**config.mk**
```make
export PLATFORM = sky130hd
export DESIGN_NAME = bram_lsu
export DESIGN_NICKNAME = d
export VERILOG_FILES = /design/src/rtl/bram_lsu.sv
export SDC_FILE = /design/constraint.sdc
export NUM_CORES = 1
export LEC_CHECK = 0
export CORE_MARGIN = 10
export CORE_UTILIZATION = 24
export CTS_BUF_LIST = sky130_fd_sc_hd__clkbuf_16
export DETAILED_ROUTE_END_ITERATION = 10
export DONT_BUFFER_PORTS = 1
export PLACE_DENSITY_LB_ADDON = 0.1
export SYNTH_ARGS = -nofsm -noshare
export SYNTH_HDL_FRONTEND = slang
export SYNTH_SLANG_ARGS = --single-unit
```
**constraint.sdc**
```tcl
create_clock -name clk -period 1.6 [get_ports clk]
set_clock_uncertainty 0.1 [all_clocks]
set_input_delay 0.08 -clock clk [delete_from_list [all_inputs] [get_ports clk]]
set_output_delay 0.08 -clock clk [all_outputs]
set_load 0.01 [all_outputs]
```
**src/rtl/bram_lsu.sv**
```systemverilog
`default_nettype none
// ============================================================================
//  Module   : bram_lsu
//  Brief    : RISC-V load/store unit in front of a synchronous block RAM.
//             Four-state sequencer (IDLE/ACCESS/CAPTURE/RESP) that issues
//             exactly one memory cycle per accepted request, lane-replicates
//             store data, and sign/zero-extends load results.
//  Config   : define BRAM_LSU_MISALIGN_TRAP_EN to reject misaligned halfword
//             and word accesses with err=1 (no memory cycle is issued).
//  Revision : 1.0 - initial release
// ============================================================================
module bram_lsu #(
  parameter int RAM_ADDR_WIDTH = 13
) (
  input  logic                      clk,
  input  logic                      rst_n,
  input  logic                      req_i,
  input  logic                      wr_i,
  input  logic [2:0]                funct3_i,
  input  logic [31:0]               addr_i,
  input  logic [31:0]               wdata_i,
  output logic                      busy_o,
  output logic                      done_o,
  output logic                      err_o,
  output logic [31:0]               rdata_o,
  output logic                      mem_rd_o,
  output logic [3:0]                mem_we_o,
  output logic [RAM_ADDR_WIDTH-1:0] mem_addr_o,
  output logic [31:0]               mem_data_o,
  input  logic [31:0]               mem_out_i
);

  typedef enum logic [1:0] {
    ST_IDLE    = 2'd0,
    ST_ACCESS  = 2'd1,
    ST_CAPTURE = 2'd2,
    ST_RESP    = 2'd3
  } state_t;

  state_t                    state_q;
  logic                      busy_q;
  logic                      done_q;
  logic                      err_q;
  logic [31:0]               rdata_q;
  logic                      wr_q;
  logic [2:0]                funct3_q;
  logic [RAM_ADDR_WIDTH+1:0] addr_q;
  logic [3:0]                be_q;
  logic [31:0]               mdata_q;

  logic [3:0]                be_d;
  logic [31:0]               mdata_d;
  logic                      reject_d;
  logic [31:0]               rdata_d;
  logic [7:0]                lane_b;
  logic [15:0]               lane_h;

  // Address bits above the RAM window are intentionally dropped (wrap).
  logic                      unused_addr_hi;
  assign unused_addr_hi = ^addr_i[31:RAM_ADDR_WIDTH+2];

  // Decode the incoming request: byte enables, replicated store data, reject.
  always_comb begin
    be_d     = 4'b0000;
    mdata_d  = wdata_i;
    reject_d = 1'b0;
    case (funct3_i)
      3'b000: begin
        be_d    = 4'b0001 << addr_i[1:0];
        mdata_d = {4{wdata_i[7:0]}};
      end
      3'b001: begin
        be_d    = 4'b0011 << {addr_i[1], 1'b0};
        mdata_d = {2{wdata_i[15:0]}};
`ifdef BRAM_LSU_MISALIGN_TRAP_EN
        reject_d = addr_i[0];
`endif
      end
      3'b010: begin
        be_d    = 4'b1111;
        mdata_d = wdata_i;
`ifdef BRAM_LSU_MISALIGN_TRAP_EN
        reject_d = |addr_i[1:0];
`endif
      end
      3'b100: begin
        // LBU has no store counterpart.
        reject_d = wr_i;
      end
      3'b101: begin
        // LHU has no store counterpart.
`ifdef BRAM_LSU_MISALIGN_TRAP_EN
        reject_d = wr_i | addr_i[0];
`else
        reject_d = wr_i;
`endif
      end
      default: reject_d = 1'b1;
    endcase
  end

  // Select the addressed lane of the RAM word and extend it to 32 bits.
  always_comb begin
    lane_b = mem_out_i[7:0];
    case (addr_q[1:0])
      2'd0:    lane_b = mem_out_i[7:0];
      2'd1:    lane_b = mem_out_i[15:8];
      2'd2:    lane_b = mem_out_i[23:16];
      default: lane_b = mem_out_i[31:24];
    endcase
    lane_h = addr_q[1] ? mem_out_i[31:16] : mem_out_i[15:0];
    case (funct3_q)
      3'b000:  rdata_d = {{24{lane_b[7]}}, lane_b};
      3'b100:  rdata_d = {24'h000000, lane_b};
      3'b001:  rdata_d = {{16{lane_h[15]}}, lane_h};
      3'b101:  rdata_d = {16'h0000, lane_h};
      default: rdata_d = mem_out_i;
    endcase
  end

  // Sequencer with registered status outputs and captured request.
  always_ff @(posedge clk or negedge rst_n) begin
    if (!rst_n) begin
      state_q  <= ST_IDLE;
      busy_q   <= 1'b0;
      done_q   <= 1'b0;
      err_q    <= 1'b0;
      rdata_q  <= 32'h0000_0000;
      wr_q     <= 1'b0;
      funct3_q <= 3'b000;
      addr_q   <= '0;
      be_q     <= 4'b0000;
      mdata_q  <= 32'h0000_0000;
    end else begin
      done_q <= 1'b0;
      err_q  <= 1'b0;
      case (state_q)
        ST_IDLE: begin
          if (req_i) begin
            wr_q     <= wr_i;
            funct3_q <= funct3_i;
            addr_q   <= addr_i[RAM_ADDR_WIDTH+1:0];
            be_q     <= be_d;
            mdata_q  <= mdata_d;
            busy_q   <= 1'b1;
            if (reject_d) begin
              // Rejected requests skip the memory cycle entirely.
              state_q <= ST_RESP;
              done_q  <= 1'b1;
              err_q   <= 1'b1;
            end else begin
              state_q <= ST_ACCESS;
            end
          end
        end
        ST_ACCESS: begin
          if (wr_q) begin
            state_q <= ST_RESP;
            done_q  <= 1'b1;
          end else begin
            state_q <= ST_CAPTURE;
          end
        end
        ST_CAPTURE: begin
          rdata_q <= rdata_d;
          state_q <= ST_RESP;
          done_q  <= 1'b1;
        end
        ST_RESP: begin
          state_q <= ST_IDLE;
          busy_q  <= 1'b0;
        end
        default: begin
          state_q <= ST_IDLE;
          busy_q  <= 1'b0;
        end
      endcase
    end
  end

  assign busy_o     = busy_q;
  assign done_o     = done_q;
  assign err_o      = err_q;
  assign rdata_o    = rdata_q;
  // Memory strobes decode from state only, so reset drops them at once.
  assign mem_rd_o   = ~((state_q == ST_ACCESS) & ~wr_q);
  assign mem_we_o   = ((state_q == ST_ACCESS) & wr_q) ? be_q : 4'b0000;
  assign mem_addr_o = addr_q[RAM_ADDR_WIDTH+1:2];
  assign mem_data_o = mdata_q;

endmodule
`default_nettype wire

```
==> impl_metrics.tcl, run 1 <==
set metrics [dict create \
    coreArea_mm2 0.01871 \
    cts_buffer_depth 2 \
    holdWs_ns -0.6698 \
    wire_per_inst_um 20.58 \
    criticalPathCategory "reg -> reg" \
    crit_path_max_fanout 16 \
    dp.cells 673 \
    yosysWarningCount 0 \
    antenna_left 0 \
    setup_slack_ns -0.01951 \
    synth_seq_cells 92 \
    io_pins 188 \
    use_met1_pct 14.52 \
    ys_seq_area_share_pct 50.49 \
    rows 50 \
    place_hpwl_um 11100 \
    finalPower_uw 12450 \
    syn_area_mm2 0.004559 \
    cts_made_buffers 9 \
    avgSynthCellArea_um2 10.18 \
    syn_nets 555 \
    die_h_um 157.8 \
    grt_util_all_layers_pct 12.87 \
    cts_root_buffer "clkbuf_16" \
    max_freq_ghz 0.6175 \
    portBuffers 0 \
    slew_headroom_pct 71.00 \
    area_delta_synth_final_pct 45.12 \
    gp_congestion 0.8085 \
    cp-end-kind "flip-flop" \
    grt_max_degree 93 \
    vdd_drop_max_v 0.0006525 \
    rsz0062_at_grt "yes" \
    overflow 0 \
    layoutNonFillerInstCount 791 \
    clk_latency_ns 0.34 \
    synth_cells 448 \
    post_drt_via_cell_ratio 4.719 \
    grt_pass1_wl_um 24420 \
    hp-class "in -> async" \
    start_util_pct 24.37 \
    cts-htree-levels 3 \
    p_leak_uw 0.002765 \
    first_pass_iters 4 \
    drc 0 \
    num_vias 3733 \
    max_cap_violations 0 \
    finalCritPeriodShare_pct 101.2 \
    clkTransAtPathRegs_ns 0.07 \
    required_ns 1.77 \
    violations "hold timing, setup timing" \
    hold_buffers 84 \
    outcome "finished with violations" \
    top_usage_layer "met2" \
    antenna_found_initial 3 \
    reg2reg_slack_ns -0.02 \
    die_area_mm2 0.02491 \
    drv_slew 0 \
    arrival_ns 1.79 \
    drt-total-wl_um 16280 \
    cts_sinks 92 \
    drive_gt1_share_pct 31.59 \
    ys_types 36 \
    tightest_slew_ns 0.4336 \
    setup_viol_count_final 1 \
    dpl_worst_slack_ns -0.3365 \
    cts_tree "built" \
    hold_violations 94 \
    dr.first_iter.drc_count 140 \
    p_per_area_mw_per_mm2 1882 \
    die_w_um 157.8 \
    min_period_ns 1.620 \
    fill_cells 1854 \
    gr-usage-met2_pct 20.93 \
    grt_pass1_vias 4040 \
    start_kind "flip-flop" \
    fin_nets 657 \
    use_met3_pct 6.404 \
]
## critical path, stage by stage (launching register included)
cell and delay (ns):
dfrtp_1 0.41, or4_4 0.56, nor2_4 0.12, nor3_4 0.05, buf_12 0.17, a21oi_1 0.14
## path summary, 6_finish.rpt
check | startpoint | cells after the start | end
setup / recovery | funct3_q[0] | 5 | rdata_o[30]
hold reg to reg | be_q[0] | 2 | be_q[0]
hold / removal | rst_n | 0 | rdata_o[19]
setup reg to reg | funct3_q[0] | 5 | rdata_o[30]
max in group asynchronous | rst_n | 0 | be_q[0]
min in group clk | wdata_i[3] | 4 | mem_data_o[27]
## Yosys cell counts
library cell | number | share of area (%)
mux2i_1 | 30 | 6.6
inv_1 | 6 | 0.49
a21o_1 | 1 | 0.16
nor4_4 | 1 | 0.47
nand2b_1 | 4 | 0.55
nand2_1 | 82 | 6.8
nor4b_1 | 1 | 0.19
nor3_1 | 7 | 0.77
mux2_2 | 33 | 8.2
buf_4 | 14 | 2.3
nand3_1 | 3 | 0.33
buf_12 | 1 | 0.44
o22ai_1 | 8 | 1.1
o21ai_0 | 48 | 5.3
nand3b_1 | 7 | 1.2
nor2_2 | 1 | 0.14
a211o_1 | 1 | 0.19
a21oi_4 | 1 | 0.36
buf_6 | 1 | 0.25
nor2b_1 | 1 | 0.14
a31o_2 | 7 | 1.3
nor4_2 | 1 | 0.27
o31a_1 | 1 | 0.19
nor2_4 | 1 | 0.25
nor3_4 | 2 | 0.71
ha_1 | 4 | 1.1
a21oi_2 | 9 | 1.7
and3_1 | 4 | 0.55
dfrtp_1 | 92 | 50
buf_2 | 10 | 1.1
nor2_1 | 22 | 1.8
a21oi_1 | 25 | 2.7
o21ba_2 | 1 | 0.22
or4_4 | 1 | 0.25
clkbuf_1 | 16 | 1.3
nor4_1 | 1 | 0.14
## through the flow
stage	instance area, µm²	TNS (ns)	util (%)
after floorplan	4569	0	-
after global placement	4881	-6.038	26.09
after detailed placement	4881	-7.211	26.09
after CTS	6295	-0.5502	33.65
after global routing	6611	-1.715	35.34
final	6616	-0.01951	35.37
## placed cells by master (no fill, tap or decap), types with 11 or more instances in the layout
master         synthesis  final
buf_4                 14     26
nor2_1                22     22
a21oi_2                9     21
nand2_1               82     69
a21oi_1               25     13
mux2i_1               30     29
clkbuf_16              0     13
o21ai_0               48     32
o21ai_1                0     11
dfrtp_1               92     90
nand2_2                0     11
mux2_2                33     30
dlygate4sd3_1          0     84
## cell families after synthesis
group	after synthesis	share of synthesized area [%]
compound gates	102	13.31
fa+ha+maj	4	1.098
flops	92	50.49
mux	63	14.74
simple gates	139	14.46
buf+inv	48	5.900
## layer usage
layer,up-vias,wire length [µm]
met1,1830,6342
met5,-,0
met4,0,227
met2,131,7921
li1,1756,-
met3,16,1786
## flip-flops by register name, indices dropped and copies added (netlist names)
name and flops:
addr_q 15, be_q 4, busy_o 1, done_o 1, err_o 1, funct3_q 3, mem_data_o 32, rdata_o 32
state_q 2, wr_q 1
## where the power goes
group / internal, µW / total [µW] / switching [µW]
clock network: 1030 / 1950 / 923
registers: 3500 / 5020 / 1510
logic: 2870 / 5480 / 2610
total: 7410 / 12500 / 5040
## what timing repair did
action / in CTS / in global routing
setup endpoints to repair: 75 / 86
pin swaps: 4 / 12
endpoints found under the hold margin: 183 / 92
resized for setup: 39 / 74
buffers inserted: 7 / 5
cloned: 3 / 4
## cell type report
| cell class | count | area (µm²) | share of cell area (%) |
|---|---|---|---|
| inverters | 6 | 25.02 | 0.3782 |
| clock buffers | 9 | 225.2 | 3.404 |
| well taps | 234 | 292.8 | 4.425 |
| clock inverters | 6 | 32.53 | 0.4917 |
| multi-input cells | 308 | 2272 | 34.34 |
| diodes | 3 | 7.507 | 0.1135 |
| repair buffers | 133 | 1456 | 22.01 |
| flip-flops and latches | 92 | 2305 | 34.83 |
Note: power is estimated with default switching activity, not from simulation.
==> run 2: changes to the inputs <==
RECOVER_POWER = 50   (was default)
SKIP_LAST_GASP = 1   (was default)
==> run 2 against run 1 <==
Net effect:
- the flow still finishes with violations (hold timing, setup timing)
- wire length grew 0.34%
- via count decreased by 0.46%
- die area unchanged
- cell count is 0.25% lower
- count of clock-buffer cells in the layout stayed put
- register-to-register slack worse by 0.03 ns
- sequential cell count is the same
- combinational power increased by 0.9%
- worst hold slack better by 0.0018 ns
- power rose by 0.20%
- largest cell class unchanged
- highest routed layer unchanged
==> impl_metrics.tcl, run 2 (same netlist as run 1, synthesis figures left out) <==
set metrics [dict create \
    clk_latency_ns 0.34 \
    slew_headroom_pct 70.41 \
    reg2reg_slack_ns -0.04 \
    grt_pass1_vias 4024 \
    gp_congestion 0.8085 \
    criticalPathCategory "reg -> reg" \
    p_per_area_mw_per_mm2 1896 \
    min_period_ns 1.645 \
    cts_made_buffers 9 \
    overflow 0 \
    area_delta_synth_final_pct 44.29 \
    p_int_uw 7432 \
    die_w_um 157.8 \
    cts_tree "built" \
    post_drt_via_cell_ratio 4.710 \
    antenna_left 0 \
    final_cell_mix "90 x dfrtp_1, 85 x dlygate4sd3_1, 79 x nand2_1, 34 x o21ai_0, 28 x mux2i_1" \
    r2r-start "funct3_q[2]" \
    cts-htree-levels 3 \
    max_cap_violations 0 \
    drv_slew 0 \
    grt_max_degree 93 \
    antenna_found_initial 2 \
    vdd_drop_max_v 0.0006832 \
    die_area_mm2 0.02491 \
    first_pass_iters 4 \
    io_pins 188 \
    grt_util_all_layers_pct 12.84 \
    drc 0 \
    wire_per_inst_um 20.70 \
    place_hpwl_um 11100 \
    layout_commonest_cell "dfrtp_1" \
    crit_path_max_fanout 8 \
    dpl_worst_slack_ns -0.3365 \
    grt_pass1_wl_um 24380 \
    seqPwrFrac_pct 40.1 \
    setup_slack_ns -0.04487 \
    cp-end-kind "flip-flop" \
    cts_buffer_depth 2 \
    portBuffers 0 \
    holdWs_ns -0.6680 \
    p_clk_share_pct 15.6 \
    tightest_slew_ns 0.4424 \
    worstPathCellList "or4_4 -> nor2_4 -> nor3_4 -> clkbuf_16 -> a21oi_2" \
    fill_cells 1873 \
    worst-path-buf-inv 1 \
    max_freq_ghz 0.6080 \
    violations "hold timing, setup timing" \
    drive_gt1_share_pct 29.84 \
    p_sw_share_pct 40.43 \
    hold_violations 92 \
    slowest_delay_ns 0.57 \
    coreArea_mm2 0.01871 \
    rr_endpoint "rdata_o[29]" \
    slowest_stage "or4_4" \
    start_kind "flip-flop" \
    required_ns 1.77 \
    setup_viol_count_final 26 \
    clkTransAtPathRegs_ns 0.07 \
    start_util_pct 24.37 \
    combPwrFrac_pct 44.4 \
    p_leak_uw 0.002782 \
    num_vias 3716 \
    drt-total-wl_um 16330 \
    seq_area_mm2 0.002305 \
    rsz0062_at_grt "yes" \
    fin_nets 656 \
    finalPower_uw 12480 \
    netSwitchingPower_uw 5044 \
    finalCritPeriodShare_pct 102.8 \
    cts_sinks 92 \
    hp-class "in -> async" \
    outcome "finished with violations" \
    die_h_um 157.8 \
    crit_family "simple AND/OR/NAND/NOR gates" \
    cts_root_buffer "clkbuf_16" \
    rows 50 \
    multi_input_area_mm2 0.002290 \
    arrival_ns 1.81 \
    reg2regPathDepth 5 \
    dr.first_iter.drc_count 95 \
]
## run 2: cell types whose count changed in the layout (fill, tap and decap cells not counted), moves of 3 or more
cell / delta
mux2_4: +8
a21oi_1: -4
o21ai_2: -3
nand2_2: -9
nand2_1: +10
mux2_2: -8
## run 2: worst max path at each step
stage | from | endpoint | slack, ns | depth (start not counted)
after floorplan | addr_q[0] | rdata_o[23] | 0.008 | 6
after global placement | addr_q[1] | rdata_o[30] | -0.28 | 4
after detailed placement | addr_q[1] | rdata_o[30] | -0.34 | 4
after CTS | state_q[0] | rdata_o[5] | -0.06 | 8
after global routing | state_q[0] | be_q[0] | -0.08 | 7
final | funct3_q[2] | rdata_o[29] | -0.04 | 5
## run 2: per-layer routing
layer,track usage (%),share of wire [%],vias to the layer above
met5,0,0,-
met4,3.829,1.3,0
met3,6.431,12,16
met2,20.75,48,139
met1,14.56,39,1818
li1,-,-,1743
## run 2: layout make-up
class | instances | area share (%)
clock inverter | 6 | 0.4945
inverter | 6 | 0.3423
tap | 234 | 4.450
sequential | 92 | 35.03
clock buffer | 9 | 3.423
timing repair buffer | 132 | 21.38
multi-input combinational | 308 | 34.80
antenna | 2 | 0.07607
## run 2: repair_timing
| action | in CTS | in global routing |
|---|---|---|
| hold buffers | 84 | 1 |
| endpoints found under the hold margin | 183 | 93 |
| cloned | 3 | 2 |
| pin swaps | 3 | 8 |
| setup buffers | 7 | 4 |
| gates resized for setup | 32 | 68 |
| endpoints found under the setup margin | 75 | 83 |
## run 2: metrics by stage
stage	std cells	util [%]	cell area, µm²	TNS [ns]
4_1_cts	782	33.48	6262	-1.152
6_report	789	35.17	6579	-0.4933
2_1_floorplan	448	-	4569	0
5_1_grt	787	35.14	6574	-4.028
3_5_place_dp	673	26.09	4881	-7.211
3_3_place_gp	673	26.09	4881	-6.038
## run 2: power by group through the flow
stage | clock network, µW | registers, µW | logic [µW]
after floorplan | 0 | 4470 | 3290
after global placement | 0 | 5020 | 3880
after detailed placement | 0 | 5030 | 3950
after CTS | 2040 | 5020 | 4760
after global routing | 2130 | 5190 | 6100
final | 1940 | 5000 | 5530
